### src/rtl/comp_sweep_driver.sv
// Sweeps a 2-bit comparator through all 16 a/b combinations and logs its
// red/green/blue response per combination into a readable 16-entry table.
module comp_sweep_driver #(
  parameter int TICK_DIV = 8,
  parameter int SETTLE   = 2,
  parameter int CNT_W    = 32
) (
  input  logic       clk,
  input  logic       rst_n,
  input  logic       start,
  input  logic       abort,
  output logic [1:0] a,
  output logic [1:0] b,
  input  logic       red,
  input  logic       green,
  input  logic       blue,
  output logic       busy,
  output logic       done,
  output logic       sample_valid,
  input  logic [3:0] rd_addr,
  output logic [2:0] rd_data
);

  if (TICK_DIV < SETTLE + 2) begin : g_bad_tick_div
    $error("TICK_DIV must be at least SETTLE+2");
  end
  if (SETTLE < 1) begin : g_bad_settle
    $error("SETTLE must be at least 1");
  end

  localparam logic [CNT_W-1:0] SETTLE_CNT = CNT_W'(SETTLE);
  localparam logic [CNT_W-1:0] LAST_CNT   = CNT_W'(TICK_DIV - 1);

  typedef enum logic [1:0] {
    IDLE = 2'd0,
    RUN  = 2'd1,
    DONE = 2'd2
  } state_t;

  state_t           state;
  logic [3:0]       index;
  logic [CNT_W-1:0] step;
  logic [2:0]       log_mem [16];

  always_ff @(posedge clk or negedge rst_n) begin
    if (!rst_n) begin
      state        <= IDLE;
      index        <= 4'd0;
      step         <= '0;
      busy         <= 1'b0;
      done         <= 1'b0;
      sample_valid <= 1'b0;
      for (int i = 0; i < 16; i++) begin
        log_mem[i] <= 3'b000;
      end
    end else begin
      sample_valid <= 1'b0;
      case (state)
        IDLE, DONE: begin
          // start outranks abort here; abort only matters while running
          if (start) begin
            state <= RUN;
            index <= 4'd0;
            step  <= '0;
            busy  <= 1'b1;
            done  <= 1'b0;
          end
        end
        RUN: begin
          if (abort) begin
            state <= IDLE;
            index <= 4'd0;
            step  <= '0;
            busy  <= 1'b0;
            done  <= 1'b0;
          end else begin
            if (step == SETTLE_CNT) begin
              log_mem[index] <= {red, green, blue};
              sample_valid   <= 1'b1;
            end
            if (step == LAST_CNT) begin
              step <= '0;
              // the final combination stays on a/b while DONE
              if (index == 4'hF) begin
                state <= DONE;
                busy  <= 1'b0;
                done  <= 1'b1;
              end else begin
                index <= index + 4'd1;
              end
            end else begin
              step <= step + CNT_W'(1);
            end
          end
        end
        default: begin
          state <= IDLE;
          index <= 4'd0;
          step  <= '0;
          busy  <= 1'b0;
          done  <= 1'b0;
        end
      endcase
    end
  end

  assign a       = index[3:2];
  assign b       = index[1:0];
  assign rd_data = log_mem[rd_addr];

endmodule

### config.mk
export PLATFORM = sky130hd
export DESIGN_NAME = comp_sweep_driver
export DESIGN_NICKNAME = d
export VERILOG_FILES = /design/src/rtl/comp_sweep_driver.sv
export SDC_FILE = /design/constraint.sdc
export NUM_CORES = 1
export LEC_CHECK = 0
export CORE_ASPECT_RATIO = 0.6
export CORE_MARGIN = 2
export CORE_UTILIZATION = 50
export DETAILED_ROUTE_END_ITERATION = 6
export GPL_TIMING_DRIVEN = 0
export PLACE_DENSITY = 0.77
export SLEW_MARGIN = 20
export SYNTH_ARGS = -nofsm -noshare
export SYNTH_HDL_FRONTEND = slang
export SYNTH_SLANG_ARGS = --single-unit
export TNS_END_PERCENT = 30
### constraint.sdc
create_clock -name clk -period 2.45 [get_ports clk]
set_input_delay 0.6125 -clock clk [delete_from_list [all_inputs] [get_ports clk]]
set_output_delay 0.6125 -clock clk [all_outputs]
set_load 0.01 [all_outputs]
==> reports/qor.yml <==
grt_pass1_vias: 2989
drive_above_1_share: 0.305
clk_pin_slew_worst_paths_ns: 0.07
post_drt_via_cell_ratio: 5.88
grt_max_degree: 56
grt_pass1_wl_um: 15800
max_freq_mhz: 383
crit_path_end_kind: "output pin"
synth_xor_area_frac: 0.0544
core_area_um2: 8620
synthAdderAreaFrac: 0.0167
crit_fanout: 7
syn_nets: 380
numCtsBuffers: 9
fin_crit_ns: 2.61
fillers: 639
clockBufferDepth: 2
track_usage: 0.211
overflow: 0
root_buffer: "clkbuf_16"
skew_ns: 0.00656
placed_area_um2: 4870
dr_total_vias: 3104
htree_levels: 3
crit_required_ns: 1.84
synth.avg_cell_area_um2: 12.4
fin_crit_sh: 1.07
synth-seq-area-share: 0.489
routed_wl_um: 9710
status: "finished with violations"
start_util: 0.523
placedCellCount: 496
worst-setup-path-type: "in -> out"
dp_hpwl_um: 6750
drv_slew: 0
r2r_setup_slack_ns: 0.15
portBuffers: 20
die_h_um: 77.5
cts_sinks: 88
antenna_left: 0
setup_viol: 3
dr.pass1.iters: 4
cp_data_arrival_time_ns: 2.00
ios: 21
async_flop_share: 1.00
ff2ff_path_depth: 7
clk_latency_ns: 0.34
ys_ff_latch: 88
drv_cap: 0
crit_top_cell: "mux4_2"
nNetsFinal: 428
die-area_um2: 9810
finalNonFillerCells: 528
timing_hold_violations_final: 0
crit_path_end: "rd_data[1]"
std_cell_rows: 26
synth-simple-area-share: 0.194
syn_inst: 363
synth-compound-area-share: 0.0300
cts_tree: "done"
netlist_area_um2: 4510
crit_chain: "buf_2 -> clkbuf_8 -> buf_4 -> mux4_2 -> mux4_2 -> buf_6"
antennaDiodeCount: 0
r2r_end: "step[21]"
path_delay_family: "multiplexers"
r2r_start: "step[5]"
finalWeightedCongestion: 0.809
vdd_drop_max_uv: 339
area_delta_synth_final_pct: 19.9
antenna_found_initial: 0
rsz0062_at_grt: "true"
synth_edf_count: 0
power.leakage_nw: 2.43
critPathSlowestCell: "mux4_2"
path_buf_inv: 4
relSlewSlack: 0.602
power.density_nw_per_um2: 588
max_stage_delay_ns: 0.48
fin_ws_ns: -0.161
yosysUniqueCellTypes: 47
cp-start-kind: "input port"
tightest_slew_ns: 0.597
ys.flop_type: "dfrtp_1"
die_w_um: 127
ys.warnings.count: 0
holdCritPathClass: "in -> async"
startpoint: "rd_addr[1]"
violations: "negative setup slack"
cp_num_cells: 6
wl_per_cell_um: 18.4
drtIter0Drc: 310
drc: 0
synth_top_family_by_area: "multiplexers"
muxShareOfSynthArea: 0.195
design_area_um2: 5400
==> cells in the final DEF, fill, tap and decap left out, types with 6 or more instances in the layout <==
master,netlist,routed
clkbuf_16,0,9
nand4_1,24,24
xnor2_1,6,6
mux2_1,14,14
mux4_2,15,15
inv_1,6,6
buf_4,1,18
nand3_1,16,15
xor2_1,22,22
clkbuf_1,8,6
nor2_1,36,35
ha_1,6,6
clkdlybuf4s50_1,0,14
nor4_2,4,6
dfrtp_1,88,88
buf_2,7,8
nand2_1,15,15
mux2_2,34,34
==> through the flow <==
step           TNS (ns)  utilization  hold WS [ns]  power (mW)  setup WS [ns]
2_1_floorplan         0            -         0.317        1.64         0.0279
3_3_place_gp    -223.20        0.563         0.470        1.74          -2.32
6_report         -0.432        0.627         0.224        3.18         -0.161
3_5_place_dp     -22.51        0.565         0.478        1.76          -1.25
4_1_cts          -0.541        0.614         0.237        3.19         -0.176
5_1_grt          -0.822        0.627         0.253        3.30         -0.183
==> cell families after synthesis <==
| family | count (synthesis) |
|---|---|
| adder cells (fa/ha/maj) | 6 |
| XOR/XNOR | 28 |
| flip-flops | 88 |
| buffers and inverters | 23 |
| AND/OR/NAND/NOR | 136 |
| AO/OA/AOI/OAI | 19 |
| multiplexers | 63 |
==> synth_stat cells (all sizes together) (2+ instances only) <==
cell | number | area share
nor2 | 38 | 0.033
o21ai | 5 | 0.0056
nor4 | 12 | 0.032
nand3 | 20 | 0.027
or2 | 2 | 0.0033
buf | 9 | 0.010
mux2 | 48 | 0.12
o22ai | 2 | 0.0028
and3 | 5 | 0.0069
nor3 | 8 | 0.015
clkbuf | 8 | 0.0067
a21oi | 2 | 0.0022
xnor2 | 6 | 0.012
nor3b | 2 | 0.0069
xor2 | 22 | 0.043
nand4 | 26 | 0.043
inv | 6 | 0.0050
and4 | 3 | 0.0058
dfrtp | 88 | 0.49
nand2 | 15 | 0.012
ha | 6 | 0.017
mux4 | 15 | 0.075
nor2b | 2 | 0.0028
a41o | 2 | 0.0044
==> sequential cells by signal, indices dropped and copies added, names as in the netlist <==
name and flops:
sample_valid 1, busy 1, index 4, step 32, state 2, log_mem 48
==> worst reg2reg max path, cell delays in order (launching register included) <==
cell and delay [ns]:
dfrtp_1 0.44, nor4_2 0.41, nand4_4 0.26, nor3_4 0.37
o21a_1 0.20, buf_2 0.24, buf_4 0.21, nor2_1 0.06
==> cell type report <==
cell class | instances | area [um^2] | share of cell area
well taps | 112 | 140 | 0.0259
plain buffers | 16 | 97.6 | 0.0181
clock inverters | 5 | 62.6 | 0.0116
flip-flops and latches | 88 | 2200 | 0.408
inverters | 6 | 22.5 | 0.00417
clock buffers | 11 | 253 | 0.0468
multi-input cells | 252 | 2250 | 0.417
repair buffers | 38 | 375 | 0.0695
==> how the worst min path moves through the flow <==
stage                 from           to  depth (start not counted)
2_1_floorplan        rst_n         busy                          0
3_3_place_gp   log_mem[28]  log_mem[28]                          1
3_5_place_dp   log_mem[24]  log_mem[24]                          1
4_1_cts              rst_n     step[27]                          1
5_1_grt              rst_n     step[27]                          1
6_report             rst_n     step[27]                          1
==> routing by layer <==
metal	part of all wire	vias up	GRT usage	routed length, um
met5	0	-	0	0
li1	-	1434	-	-
met3	0.064	7	0.0745	618
met2	0.44	67	0.288	4270
met1	0.49	1596	0.317	4740
met4	0.0076	0	0.0571	74
==> report_power, final <==
part | internal (mW) | switching, mW | leakage (nW)
Combinational | 0.119 | 0.136 | 1.06
Clock | 0.851 | 0.563 | 0.148
Sequential | 1.48 | 0.0250 | 1.22
Total | 2.45 | 0.725 | 2.43
==> repair_timing <==
action | CTS | global route
setup endpoints to repair | 9 | 65
hold buffers | 0 | 0
cloned | 1 | 0
setup buffers | 6 | 10
pin swaps | 0 | 6
resized for setup | 34 | 8
Power figures use the tool's default switching activity.
